`src/rtl/qeciphy_pkg.sv`:
```
// Shared types and constants for the QECi PHY TX path.
// Holds the link-state and scheduler FSM encodings plus the default slot-grid geometry.
package qeciphy_pkg;

  typedef enum logic [1:0] {
    TX_OFF    = 2'b00,
    TX_IDLE   = 2'b01,
    TX_ACTIVE = 2'b10
  } tx_state_e;

  typedef enum logic [1:0] {
    STOPPED,
    RUNNING,
    DRAINING
  } sched_fsm_e;

  localparam int QECIPHY_DATA_PER_CRC = 6;
  localparam int QECIPHY_CRC_PER_FAW  = 9;

  // One-hot vector ordered {active, idle, off}; anything unexpected maps to OFF.
  function automatic logic [2:0] tx_state_onehot(input tx_state_e s);
    case (s)
      TX_IDLE:   return 3'b010;
      TX_ACTIVE: return 3'b100;
      default:   return 3'b001;
    endcase
  endfunction

endpackage

```
`src/rtl/qeciphy_tx_slot_counter.sv`:
```
// Modulo-FRAME_LEN slot counter with registered FAW/CRC strobes.
// Strobes are decoded from the next slot so they line up with the registered slot index.
module qeciphy_tx_slot_counter
  import qeciphy_pkg::*;
#(
  parameter int  DATA_PER_CRC = QECIPHY_DATA_PER_CRC,
  parameter int  CRC_PER_FAW  = QECIPHY_CRC_PER_FAW,
  localparam int FRAME_LEN    = 1 + CRC_PER_FAW * (DATA_PER_CRC + 1),
  localparam int SLOT_W       = $clog2(FRAME_LEN)
) (
  input  logic              clk_i,
  input  logic              rst_i,
  input  logic              start_i,
  input  logic              adv_i,
  output logic [SLOT_W-1:0] slot_o,
  output logic              last_o,
  output logic              faw_nxt_o,
  output logic              faw_o,
  output logic              crc_o
);

  logic [SLOT_W-1:0] slot_nxt;
  logic              strobe_en;
  logic              crc_nxt;

  assign last_o    = (slot_o == SLOT_W'(FRAME_LEN - 1));
  assign strobe_en = start_i | adv_i;

  always_comb begin
    slot_nxt = slot_o;
    if (start_i) begin
      slot_nxt = '0;
    end else if (adv_i) begin
      slot_nxt = last_o ? '0 : slot_o + 1'b1;
    end
  end

  assign faw_nxt_o = strobe_en && (slot_nxt == '0);
  assign crc_nxt   = strobe_en && (slot_nxt != '0) && ((int'(slot_nxt) % (DATA_PER_CRC + 1)) == 0);

  always_ff @(posedge clk_i or posedge rst_i) begin
    if (rst_i) begin
      slot_o <= '0;
      faw_o  <= 1'b0;
      crc_o  <= 1'b0;
    end else begin
      slot_o <= slot_nxt;
      faw_o  <= faw_nxt_o;
      crc_o  <= crc_nxt;
    end
  end

endmodule

```
`src/rtl/qeciphy_tx_frame_scheduler.sv`:
```
// TX frame scheduler: FAW/CRC slot grid plus one-hot link state applied on FAW boundaries.
// Optional QECIPHY_TX_SCHED_STATS_EN adds frame_cnt_o and state_chg_o.
module qeciphy_tx_frame_scheduler
  import qeciphy_pkg::*;
#(
  parameter int  DATA_PER_CRC = QECIPHY_DATA_PER_CRC,
  parameter int  CRC_PER_FAW  = QECIPHY_CRC_PER_FAW,
  localparam int FRAME_LEN    = 1 + CRC_PER_FAW * (DATA_PER_CRC + 1),
  localparam int SLOT_W       = $clog2(FRAME_LEN)
) (
  input  logic              clk_i,
  input  logic              rst_i,
  input  logic              tx_en_i,
  input  logic [1:0]        req_state_i,
  output logic              faw_boundary_o,
  output logic              crc_boundary_o,
  output logic              tx_off_o,
  output logic              tx_idle_o,
  output logic              tx_active_o,
  output logic [SLOT_W-1:0] slot_o,
  output logic              running_o,
  output logic              req_err_o
`ifdef QECIPHY_TX_SCHED_STATS_EN
  ,
  output logic [31:0]       frame_cnt_o,
  output logic              state_chg_o
`endif
);

  sched_fsm_e fsm, fsm_nxt;
  tx_state_e  pending, pend_nxt;
  logic [2:0] state_oh, oh_nxt;
  logic       term, term_nxt;
  logic       running_nxt, err_nxt;
  logic       start, adv, last, faw_nxt;

  qeciphy_tx_slot_counter #(
    .DATA_PER_CRC (DATA_PER_CRC),
    .CRC_PER_FAW  (CRC_PER_FAW)
  ) u_slot_counter (
    .clk_i     (clk_i),
    .rst_i     (rst_i),
    .start_i   (start),
    .adv_i     (adv),
    .slot_o    (slot_o),
    .last_o    (last),
    .faw_nxt_o (faw_nxt),
    .faw_o     (faw_boundary_o),
    .crc_o     (crc_boundary_o)
  );

  always_comb begin
    fsm_nxt     = fsm;
    pend_nxt    = pending;
    term_nxt    = term;
    running_nxt = running_o;
    err_nxt     = 1'b0;
    start       = 1'b0;
    adv         = 1'b0;

    if (fsm != STOPPED) begin
      if (req_state_i == 2'b11) begin
        err_nxt = 1'b1;
      end else begin
        pend_nxt = tx_state_e'(req_state_i);
      end
    end

    case (fsm)
      STOPPED: begin
        if (tx_en_i) begin
          fsm_nxt     = RUNNING;
          start       = 1'b1;
          running_nxt = 1'b1;
        end
      end
      RUNNING: begin
        adv = 1'b1;
        if (!tx_en_i) begin
          fsm_nxt  = DRAINING;
          pend_nxt = TX_OFF;
        end
      end
      DRAINING: begin
        // Requests are ignored while winding down; the terminal FAW always lands on OFF.
        pend_nxt = TX_OFF;
        if (term) begin
          fsm_nxt     = STOPPED;
          term_nxt    = 1'b0;
          running_nxt = 1'b0;
        end else begin
          adv = 1'b1;
          if (last) term_nxt = 1'b1;
        end
      end
      default: begin
        fsm_nxt     = STOPPED;
        running_nxt = 1'b0;
      end
    endcase

    // The registered pending value is applied, so a request seen in slot 0 waits a frame.
    oh_nxt = faw_nxt ? tx_state_onehot(pending) : state_oh;
  end

  always_ff @(posedge clk_i or posedge rst_i) begin
    if (rst_i) begin
      fsm       <= STOPPED;
      pending   <= TX_OFF;
      state_oh  <= 3'b001;
      term      <= 1'b0;
      running_o <= 1'b0;
      req_err_o <= 1'b0;
    end else begin
      fsm       <= fsm_nxt;
      pending   <= pend_nxt;
      state_oh  <= oh_nxt;
      term      <= term_nxt;
      running_o <= running_nxt;
      req_err_o <= err_nxt;
    end
  end

  assign tx_off_o    = state_oh[0];
  assign tx_idle_o   = state_oh[1];
  assign tx_active_o = state_oh[2];

`ifdef QECIPHY_TX_SCHED_STATS_EN
  always_ff @(posedge clk_i or posedge rst_i) begin
    if (rst_i) begin
      frame_cnt_o <= '0;
      state_chg_o <= 1'b0;
    end else begin
      if (faw_nxt && (frame_cnt_o != '1)) frame_cnt_o <= frame_cnt_o + 32'd1;
      state_chg_o <= faw_nxt && (oh_nxt != state_oh);
    end
  end
`endif

endmodule

```
`config.mk`:
```
export PLATFORM = sky130hd
export DESIGN_NAME = qeciphy_tx_frame_scheduler
export DESIGN_NICKNAME = d
export VERILOG_FILES = /design/src/rtl/qeciphy_pkg.sv /design/src/rtl/qeciphy_tx_slot_counter.sv /design/src/rtl/qeciphy_tx_frame_scheduler.sv
export SDC_FILE = /design/constraint.sdc
export NUM_CORES = 1
export LEC_CHECK = 0
export ABC_AREA = 1
export BUFFER_PORTS_ARGS = -buffer_cell sky130_fd_sc_hd__buf_2
export CAP_MARGIN = 5
export CORE_UTILIZATION = 25
export DETAILED_ROUTE_END_ITERATION = 6
export GPL_TIMING_DRIVEN = 0
export RECOVER_POWER = 25
export SLEW_MARGIN = 20
export SYNTH_ARGS = -nofsm -noshare
export SYNTH_HDL_FRONTEND = slang
export SYNTH_SLANG_ARGS = --single-unit
export TNS_END_PERCENT = 30
```
`constraint.sdc`:
```
create_clock -name clk_i -period 3.2 [get_ports clk_i]
set_input_delay 0.64 -clock clk_i [delete_from_list [all_inputs] [get_ports clk_i]]
set_output_delay 0.64 -clock clk_i [all_outputs]
set_load 0.01 [all_outputs]
```
* Word level (Yosys, flattened, before mapping) *
Cells that the tools add are included.

operators by class
  add/sub/neg operators = 1
  divide/modulo/power cells = 1
  equality and inequality tests = 9
  mux-type cells = 23
  bitwise gates (word level) = 2
  reductions and logical operators = 10

operator list
  kind                                                             count
  32-bit logical NOT                                               1
  7-bit by 4-bit modulo with 32-bit output, second input constant  1
  6-bit 2-to-1 mux                                                 3
  2-bit 2-to-1 mux                                                 6
  1-bit 2-to-1 mux                                                 9
  6-bit by 1-bit adder with 6-bit output, second input constant    1
  2-bit == test, second input constant                             3
  6-bit == test, second input constant                             1
  6-bit logical NOT                                                1
  2-bit != test, second input constant                             3
  2-bit case mux with 3 select lines                               1
  3-bit case mux with 2 select lines                               1
  3-bit AND reduction                                              2
  6-bit nonzero test                                               1
  2-bit by 1-bit == test with 1-bit output, second input constant  2
  2-bit case mux with 2 select lines                               1
  1-bit logical AND                                                3
  1-bit case mux with 3 select lines                               1
  2-bit logical NOT                                                1
  1-bit case mux with 2 select lines                               1
  2-bit nonzero test                                               1
  1-bit NOT                                                        1
  1-bit bitwise OR                                                 1

word-level totals
  flip-flop bits (word level) = 18
  bits of input ports = 5
  output and inout bits = 13

* Longest topological paths before layout *
Gate-level depths: netlist of run 1.

  word-level depth = 7
  gate-level depth with buffers = 33

* Cells and area by module *
From an unflattened synthesis of run 1, not the netlist that was laid out.

unflattened totals
  cell total of the unflattened synthesis = 201
  area, all modules = 1447.6 um2

modules (own cells, without submodules)
  module                      times used  cells each  area an instance (um2)  sequential area each (um2)
  qeciphy_tx_slot_counter     1           146         928.4                   200.2
  qeciphy_tx_frame_scheduler  1           55          519.2                   251.5

* Worst setup path after synthesis of run 1 *
No wires, ideal clock.

  path kind = reg-to-reg
  start point = reg fsm[0]
  end point = reg u_slot_counter.crc_o
  data arrival time = 3.336 ns
  required time = 3.127 ns
  slack = -0.209 ns
  cell stages (with the launch flop) = 32
  path buffers = 0
  cells stage by stage = dfrtp_1 -> inv_1 -> ha_1 -> nand2_4 -> nand2_4 -> nand2_2 -> nand2_2 -> nand2_2 -> nand2_1 -> nand2_1 -> nand2_2 -> inv_2 -> ha_1 -> inv_1 -> nand2_2 -> nand2_2 -> nand3_1 -> nand2_1 -> inv_1 -> ha_1 -> nand3_2 -> nand4_1 -> nand2_1 -> nand2_2 -> ha_1 -> inv_1 -> nand3_1 -> nand2_1 -> nand2_1 -> nor2_1 -> nand3_1 -> a21oi_2

on the way
  cells in the longest elaborated chain, start to end = 7
  elaborated cells between the ends (all ways) = 13
  those cells by class = div: 1; eq/ne: 2; mux: 4; bitwise: 1; reduce/logical: 5

ends and longest elaborated chain
  element                                                                         RTL line                           text
  from (decl)                                                                     qeciphy_tx_frame_scheduler.sv:30   sched_fsm_e fsm, fsm_nxt;
  from (signal assigned)                                                          qeciphy_tx_frame_scheduler.sv:115  fsm <= fsm_nxt;
  2-bit == test or 2-bit by 1-bit == test with 1-bit output (tied branches)       qeciphy_tx_frame_scheduler.sv:69   case (fsm)
  1-bit case mux with 2 select lines                                              qeciphy_tx_frame_scheduler.sv:69
  6-bit 2-to-1 mux                                                                qeciphy_tx_slot_counter.sv:33      end else if (adv_i) begin
  6-bit 2-to-1 mux (*)                                                            qeciphy_tx_slot_counter.sv:31      if (start_i) begin
  net u_slot_counter.slot_nxt[5]                                                  qeciphy_tx_slot_counter.sv:22      logic [SLOT_W-1:0] slot_nxt;
  7-bit by 4-bit modulo with 32-bit output or 6-bit nonzero test (tied branches)  qeciphy_tx_slot_counter.sv:39      assign crc_nxt = strobe_en && (slot_nxt != '0) && ((int'(slot_nxt) % (DATA_PER_CRC + 1)) == 0);
  32-bit logical NOT or 1-bit logical AND (tied branches)                         qeciphy_tx_slot_counter.sv:39
  1-bit logical AND (*)                                                           qeciphy_tx_slot_counter.sv:39
  net u_slot_counter.crc_nxt                                                      qeciphy_tx_slot_counter.sv:24      logic crc_nxt;
  to (signal assigned)                                                            qeciphy_tx_slot_counter.sv:49      crc_o <= crc_nxt;
  to (decl)                                                                       qeciphy_tx_slot_counter.sv:19      output logic crc_o

The timed path passes the listed nets; every way through them passes the cells marked *.
A chain may end at the register's enable or synchronous reset.

* Final worst setup path of run 1 *
  start point = reg fsm[1]
  end point = reg u_slot_counter.crc_o

on the way
  cells in the longest elaborated chain, start to end = 7
  elaborated cells between the ends (all ways) = 13
  those cells by class = div: 1; eq/ne: 2; mux: 4; bitwise: 1; reduce/logical: 5

ends and longest elaborated chain
  element                                                                         RTL line
  2-bit == test or 2-bit by 1-bit == test with 1-bit output (tied branches)       qeciphy_tx_frame_scheduler.sv:69
  1-bit case mux with 2 select lines                                              qeciphy_tx_frame_scheduler.sv:69
  6-bit 2-to-1 mux                                                                qeciphy_tx_slot_counter.sv:33
  6-bit 2-to-1 mux                                                                qeciphy_tx_slot_counter.sv:31
  7-bit by 4-bit modulo with 32-bit output or 6-bit nonzero test (tied branches)  qeciphy_tx_slot_counter.sv:39
  32-bit logical NOT or 1-bit logical AND (tied branches)                         qeciphy_tx_slot_counter.sv:39
  1-bit logical AND (*)                                                           qeciphy_tx_slot_counter.sv:39
  net u_slot_counter.crc_nxt                                                      qeciphy_tx_slot_counter.sv:24

Marks and branches as above.

==> results.md, run 1 <==
- In the final routed layout, each cell accounts on average for 11.68 um.
- In this run the standard cell core region covers 5270 um2.
- The synthesized netlist contains 28 unique library cells.
- The first routing iteration left 91 violations.
- In the layout the commonest cells are buf_4, nand2_1, inv_1.
- The average instance in the mapped netlist occupies 7.763 um2.
- The floorplan step defined a die boundary enclosing 5924 um2.
- The worst min-delay path class is in -> async.
- The synthesized instance count is 181.
- The maximum level of the CTS H-tree is 1.
- Summing the areas of all and, or, nand and nor instances in the mapped netlist gives 41.23% of the synthesized area.
- At the end of routability-driven placement, the weighted congestion stood at 0.7904.
- Once layout is complete, the utilization of the core stands at 40.46%.
- The wire-length estimate of the detail-placed layout is 2274 um.
- Of all flip-flops after synthesis, the portion carrying an async set or reset was 100.0%.
- The share of total power dissipated in the clock network is 6.4%.
- Of the total power, the share spent switching nets is 47.48%.
- The final critical path takes up 107.1% of the cycle.
- The source-to-sink clock delay at the later pin of the worst-skew pair is 0.26 ns.
- The hold buffer count at CTS is 0.
- After layout, the minimum clock period comes to 3.426 ns.
- The sum of routed wire length over all layers is 3656 um.
- The TritonCTS clock tree is done.
- The worst clock skew is 0.009411 ns.
- The floorplan row count is 26.
- In this run the remaining antenna-violating nets after routing total 0.
- The count of yosys warnings during synthesis is 0.
- Among all flip-flop cells after synthesis, the most frequent one is dfrtp_1.
- The via count of the first global-routing pass is 1,395.
- Counting the buffers created by CTS gives 3.
- The pre-antenna-repair detailed-routing pass consisted of 4 iterations.
- The number of vias per cell after detailed routing is 4.476.
- The register bit count reported by yosys is 18.
- The worst-case vdd ir drop is 0.4498 mV.
- The proportion of synthesized area in mux cells is 2.404%.
- The x dimension of the die is 76.97 um.
- At the worst endpoint, the required time is 3.35 ns.
- The worst slew margin relative to its limit is 52.14%.
- CTS placed an instance of clkbuf_8 at the clock tree root.
- The number of nets in the final layout is 259.
- The largest fanout of any net on the critical path is 4.
- For this run, the top clock speed supported by timing is 0.2919 GHz.
- The overall routing resource usage is 13.07%.
- The area growth from synthesis to layout is 51.74%.
- The share of total power dissipated in combinational logic is 79.7%.
- The total grt overflow is 0.
- Max-cap violations in this run came to 0.
- The leakage power is 1.126 nW.
- The worst setup slack after placement is -0.5388 ns.
- The run finished, with violations left.
- The critical path startpoint category is a flip-flop.
- The kind of end point of the critical path is a flip-flop.
- The worst setup path is of the reg -> reg kind.
- Setup repair after global routing could not meet its margin everywhere.
- The number of hold-slack violations in the final timing report came to 0.
- Cells with a size suffix above 1 make up 48.97% of the layout.
- The die height is 76.97 um.
- The share of total power dissipated in sequential elements is 13.9%.
- Detailed routing inserted a total of 1,401 vias.
- Synthesis produced a netlist with a net count of 196.
- After Yosys synthesis, full adders, half adders and majority gates account for 8.905% of the synthesized area.
- Summing the areas of all compound-gate instances in the mapped netlist gives 6.055% of the synthesized area.
- The worst path arrival time is 3.57 ns.
- The clock sink count is 18.
- In the routed design, unresolved DRC markers number 0.
- The most common library cell in the layout ignoring fill and taps is buf_4.
- 0 antenna diodes ended up in the layout.
- The xor/xnor cell area share of the yosys netlist is 1.247%.
- Counting along the longest clock path gives a buffer depth of 2.
- The clock transition time at the flip-flop clock pins of the worst setup and hold paths is 0.08 ns.
- The number of enable-type register cells in the synthesized netlist is 0.
- The number of setup violations in the final report is 1.
- The sequential element share of the synthesized area is 32.15%.
- The main combinational cell family by area after synthesis is simple AND/OR/NAND/NOR gates.
- Summed over all nets, the switching power comes to 1.265 mW.
- The checks that failed: negative setup slack.
- The first-pass GRT wire length is 6265 um.
- The final critical-path setup slack is -0.2261 ns.
- The largest net degree at the start of global routing is 19.
- The initial antenna violation count is 0.
- The synthesized area is 1405 um2.
- The number of pins with negative max-slew slack in the final report is 0.
- The transition time of the tightest slew-check pin is 0.7171 ns.
- The internal power summed over all cells is 1.399 mW.
- The quantity of I/O buffers inserted on ports is 17.
- For this configuration, the core starts out at a cell density of 26.66%.
- During I/O placement, the number of pins put on the boundary was 18.
- For this design the ratio of total power to cell area is 1250 nW/um2.
## worst paths after layout
kind,cells past startpoint,slack [ns],startpoint,end
worst max register to register,26,-0.23,fsm[1]$_DFFE_PP0P_,u_slot_counter.crc_o$_DFF_PP0_
worst min-delay path,2,0.48,rst_i,req_err_o$_DFF_PP0_
min in group clk_i,1,0.50,state_oh[2]$_DFFE_PP0P_,state_oh[2]$_DFFE_PP0P_
worst min register to register,1,0.50,state_oh[2]$_DFFE_PP0P_,state_oh[2]$_DFFE_PP0P_
max in group asynchronous,2,2.26,rst_i,u_slot_counter.slot_o[0]$_DFF_PP0_
worst max-delay path,26,-0.23,fsm[1]$_DFFE_PP0P_,u_slot_counter.crc_o$_DFF_PP0_
## state kept, by name, summed over array words and instances, names as in the netlist
register,cells
fsm,2
u_slot_counter.slot_o,6
u_slot_counter.crc_o,1
u_slot_counter.faw_o,1
req_err_o,1
state_oh,3
pending,2
running_o,1
term,1
## cell type report
cell class / count / area, um2
timing repair buffer: 58 / 400.4
multi-input combinational: 133 / 1030
clock buffer: 4 / 45.04
inverter: 30 / 117.6
tap: 70 / 87.58
fill: 536 / 3138
sequential: 18 / 451.7
## cell usage after synthesis (3+ instances only)
cell	n	area [um2]
a21oi_1	3	15.01
dfrtp_1	17	425.4
ha_1	10	125.1
inv_1	25	93.84
inv_2	5	18.77
mux2_2	3	33.78
nand2_1	42	157.7
nand2_2	10	62.56
nand3_1	13	65.06
nand3_2	7	70.07
nand4_1	7	43.79
nor2_1	10	37.54
nor2_4	4	45.04
nor3_1	3	15.01
o21ai_0	5	25.02
## power groups by stage
stage / Combinational, mW / Clock, mW / Sequential (mW)
after floorplan: 1.08 / 0 / 0.393
after global placement: 1.34 / 0 / 0.379
after detailed placement: 1.38 / 0 / 0.379
after CTS: 1.98 / 0.175 / 0.363
after global routing: 2.33 / 0.181 / 0.381
final: 2.12 / 0.170 / 0.371
## cell families after synthesis
| logic type | Yosys count |
|---|---|
| and+or+nand+nor | 104 |
| buffers and inverters | 30 |
| DFF | 18 |
| AOI/OAI and AO/OA | 14 |
| adders and majority gates | 10 |
| muxes | 3 |
| xor gates and xnor gates | 2 |
## metrics by stage
stage                     setup TNS [ns]  instance area [um2]  cells  total power, mW  hold slack [ns]
after global routing             -0.4184                 2132    313            2.891           0.5328
final                            -0.2261                 2132    313            2.664           0.4843
after global placement           -0.4921                 1650    268            1.722           0.4876
after detailed placement         -0.5388                 1650    268            1.760           0.4904
after floorplan                  -0.1107                 1478    181            1.473           0.5134
after CTS                        -0.1341                 2062    310            2.519           0.5063
## critical path, cell delays in order (launching register included)
cell and delay, ns:
dfrtp_1 0.39, buf_4 0.15, ha_4 0.16, nand2_4 0.10, nand2_4 0.08, nand2_4 0.09, nand2_4 0.06, buf_6 0.11
buf_4 0.12, buf_4 0.13, buf_4 0.12, buf_4 0.12, buf_4 0.12, buf_4 0.12, buf_4 0.12, buf_4 0.12
buf_4 0.12, buf_4 0.12, buf_4 0.12, buf_4 0.12, buf_4 0.12, buf_4 0.12, buf_4 0.12, buf_4 0.12
buf_4 0.12, nand2_2 0.07, a21oi_2 0.03
## metal layers
layer | track usage, % | routed length [um] | share of wire [%]
met5 | 0 | 0 | 0
met4 | 5.283 | 91 | 2.5
met3 | 1.905 | 124 | 3.4
met2 | 24.73 | 1842 | 50
met1 | 14.43 | 1598 | 44
## timing repair
item	in CTS	in global routing
pin swaps	20	14
setup buffers	39	3
endpoints found under the setup margin	1	1
gates resized for setup	18	8
Note: power is estimated with default switching activity, not from simulation.
==> run 2, diff against run 1 <==
==> constraint.sdc (replaced) <==
create_clock -name clk_i -period 3.8 [get_ports clk_i]
set_input_delay 0.57 -clock clk_i [delete_from_list [all_inputs] [get_ports clk_i]]
set_output_delay 0.57 -clock clk_i [all_outputs]
set_load 0.01 [all_outputs]
==> run 2 against run 1 <==
Against the previous run: the flow now finishes without violations; first-iteration DRC count fell by 44%; sequential share of layout area rose by 4.0 points; flip-flop and latch count did not move; die area did not move; combinational power fell by 40%; global-route usage fell by 3.4 points; routed wire length fell by 21%; critical path type unchanged; critical endpoint unchanged.
==> results.md, run 2 (synthesized netlist as in run 1, its figures left out) <==
- The quantity of I/O buffers inserted on ports is 17 (unchanged).
- The area of the die came to 5924 um2 (unchanged).
- The most common library cell in the layout ignoring fill and taps was nand2_1 (was buf_4).
- Status: finished clean (was finished with violations).
- The sum of routed wire length over all layers came to 2906 um (was 3656 um).
- The final RePlAce weighted congestion is 0.8387 (was 0.7904).
- The worst clock skew came to 0.002885 ns (was 0.009411 ns).
- The flop-to-flop setup slack is 0.26 ns (was -0.23 ns).
- The x dimension of the die is 76.97 um (unchanged).
- The final routed DRC violation total is 0 (unchanged).
- The transition time of the tightest slew-check pin came to 0.6761 ns (was 0.7171 ns).
- The total clock buffers created by CTS is 3 (unchanged).
- The number of vias after detailed routing is 1,222 (was 1,401).
- The deepest clock path buffer count is 2 (unchanged).
- The total grt overflow came to 0 (unchanged).
- The clock sink count is 18 (unchanged).
- The number of filler instances in the final layout is 555 (was 536).
- The worst slew margin relative to its limit was 54.88% (was 52.14%).
- The TritonCTS clock tree is done (unchanged).
- The number of hold-slack violations in the final timing report is 0 (unchanged).
- The layout overhead on the synthesized area was 27.60% (was 51.74%).
- The kind of end point of the critical path was a flip-flop (unchanged).
- The hold buffer count at CTS is 0 (unchanged).
- The initial antenna violation count is 0 (unchanged).
- The floorplan row count is 26 (unchanged).
- The max-cap check violation count was 0 (unchanged).
- The fraction of layout instances using a drive strength above 1 is 37.62% (was 48.97%).
- The leakage power is 0.9446 nW (was 1.126 nW).
- The total power divided by cell area came to 971.8 nW/um2 (was 1250 nW/um2).
- The met1 demand-to-capacity share in global routing is 11.62% (was 14.43%).
- The global routing met3 resource utilization was 2.738% (was 1.905%).
- The critical path startpoint category is a flip-flop (unchanged).
- The required time of the worst setup path is 3.99 ns (was 3.35 ns).
- The detailed placement HPWL was 2193 um (was 2274 um).
- The source-to-sink clock delay at the later pin of the worst-skew pair is 0.25 ns (was 0.26 ns).
- The largest fanout of any net on the critical path is 5 (was 4).
- The share of the core filled with cells in the final layout was 34.02% (was 40.46%).
- The worst path arrival time was 3.73 ns (was 3.57 ns).
- The total power came to 1.742 mW (was 2.664 mW).
- The post-detailed-route wirelength per cell came to 10.38 um (was 11.68 um).
- The clock transition time at the flip-flop clock pins of the worst setup and hold paths is 0.07 ns (was 0.08 ns).
- The net switching fraction of the power is 49.97% (was 47.48%).
- The relative contribution of the clock network to total power is 8.8% (was 6.4%).
- The number of pins with negative max-slew slack in the final report came to 0 (unchanged).
- The number of detailed-routing iterations run before antenna repair is 4 (unchanged).
- The minimum period implied by the final worst setup slack is 3.543 ns (was 3.426 ns).
- The starting density of the core was 26.66% (unchanged).
- The worst setup slack after placement is -0.0005895 ns (was -0.5388 ns).
- The worst-case vdd ir drop is 0.2883 mV (was 0.4498 mV).
- The ratio of final minimum period to clock period is 93.25% (was 107.1%).
- The total inserted antenna cells was 0 (unchanged).
- The layer carrying the most global-route usage is met2 (unchanged).
- The die height came to 76.97 um (unchanged).
- The critical setup path kind is reg -> reg (unchanged).
- The cell at the root of the clock tree is clkbuf_8 (unchanged).
- The flip-flop count of the largest register after layout is 6 (unchanged).
- The switching component of the power is 0.8707 mW (was 1.265 mW).
- The first-pass GRT wire length is 4616 um (was 6265 um).
- The count of boundary I/O pins came to 18 (unchanged).
- The part of the total power dissipated in combinational logic is 73.1% (was 79.7%).
- The largest net degree at the start of global routing is 19 (unchanged).
- The met2 global-route usage is 16.43% (was 24.73%).
- The core area is 5270 um2 (unchanged).
- The sequential share of power is 18.1% (was 13.9%).
- The number of nets in the final layout was 226 (was 259).
- The longest individual stage delay on the worst path is 0.42 ns (was 0.39 ns).
- The final critical-path setup slack is 0.2566 ns (was -0.2261 ns).
- The worst min-delay path class is in -> async (unchanged).
- The capture instance of the worst register-to-register path is u_slot_counter.crc_o$_DFF_PP0_ (unchanged).
- The origin of the critical flop-to-flop path is fsm[0]$_DFFE_PP0P_ (was fsm[1]$_DFFE_PP0P_).
- The internal power summed over all cells is 0.8717 mW (was 1.399 mW).
- The maximum frequency from static timing analysis is 0.2822 GHz (was 0.2919 GHz).
- The slowest library cell on the worst path is dfrtp_1 (unchanged).
- The iteration-0 DRC count of the detailed router is 51 (was 91).
- The number of setup violations in the final report came to 0 (was 1).
- The most frequent cell on the critical path is nand2_2 (was buf_4).
- The number of vias per cell after detailed routing is 4.364 (was 4.476).
- The overall routing resource usage was 9.681% (was 13.07%).
- Biggest registers after layout: u_slot_counter.slot_o (6), state_oh (3) (unchanged).
- The number of cells on the worst reg-to-reg path is 32 (was 26).
- Most frequent cells in the layout: nand2_1, inv_1, dfrtp_1, buf_2, nand3_1 (was buf_4, nand2_1, inv_1).
- The count of nets left with antenna violations after detail routing is 0 (unchanged).
- The via count of the first global-routing pass is 1,077 (was 1,395).
- The maximum level of the CTS H-tree is 1 (unchanged).
- The register ranked first by flip-flop count is u_slot_counter.slot_o (unchanged).
- The worst-case hold slack is 0.4096 ns (was 0.4843 ns).
run 2: cell count changes in the layout (fill, tap and decap cells not counted), sizes merged:
cell / change
buf: -33
run 2: what timing repair did:
| action | 4_1_cts | 5_1_grt |
|---|---|---|
| setup buffers | 1 | 7 |
| endpoints found under the setup margin | 1 | 1 |
| resized for setup | 0 | 21 |
| pin swaps | 1 | 7 |
run 2: cell type report:
class,count,area [um2],share of cell area (%)
multi-input combinational,133,938.4,52.34
sequential,18,451.7,25.19
timing repair buffer,25,145.1,8.095
inverter,30,115.1,6.420
tap,70,87.58,4.885
clock buffer,4,55.05,3.070
run 2: critical path: cells and delay by family (launching register included):
kind            cells  cell delay (ns)
compound gates      1             0.11
simple gates       23             1.94
buf+inv             4             0.29
flops               1             0.42
fa+ha+maj           4             0.73
run 2: per-layer routing:
| metal | vias to the layer above | share of wire [%] |
|---|---|---|
| li1 | 645 | - |
| met1 | 552 | 44 |
| met2 | 23 | 51 |
| met3 | 2 | 4.0 |
| met4 | 0 | 0.79 |
| met5 | - | 0 |
run 2: power by group through the flow:
stage               combinational [mW]  clock (mW)  sequential, mW
floorplan                        0.819           0           0.324
global placement                  1.03           0           0.311
detailed placement                1.04           0           0.312
CTS                               1.06       0.160           0.308
global route                      1.43       0.165           0.325
finish                            1.27       0.153           0.315
run 2: worst max path at each step:
stage	start	end	slack (ns)
CTS	fsm[0]$_DFFE_PP0P_	u_slot_counter.crc_o$_DFF_PP0_	0.003
finish	fsm[0]$_DFFE_PP0P_	u_slot_counter.crc_o$_DFF_PP0_	0.26
detailed placement	fsm[0]$_DFFE_PP0P_	u_slot_counter.crc_o$_DFF_PP0_	-0.0006
global placement	fsm[0]$_DFFE_PP0P_	u_slot_counter.crc_o$_DFF_PP0_	0.002
floorplan	fsm[0]$_DFFE_PP0P_	u_slot_counter.crc_o$_DFF_PP0_	0.39
global route	fsm[0]$_DFFE_PP0P_	u_slot_counter.crc_o$_DFF_PP0_	-0.03
run 2: metrics by stage:
step           instance area (um2)    TNS (ns)  cells
3_3_place_gp                  1578           0    268
2_1_floorplan                 1405           0    181
5_1_grt                       1793    -0.02964    280
6_report                      1793           0    280
4_1_cts                       1640           0    273
3_5_place_dp                  1578  -0.0005895    268
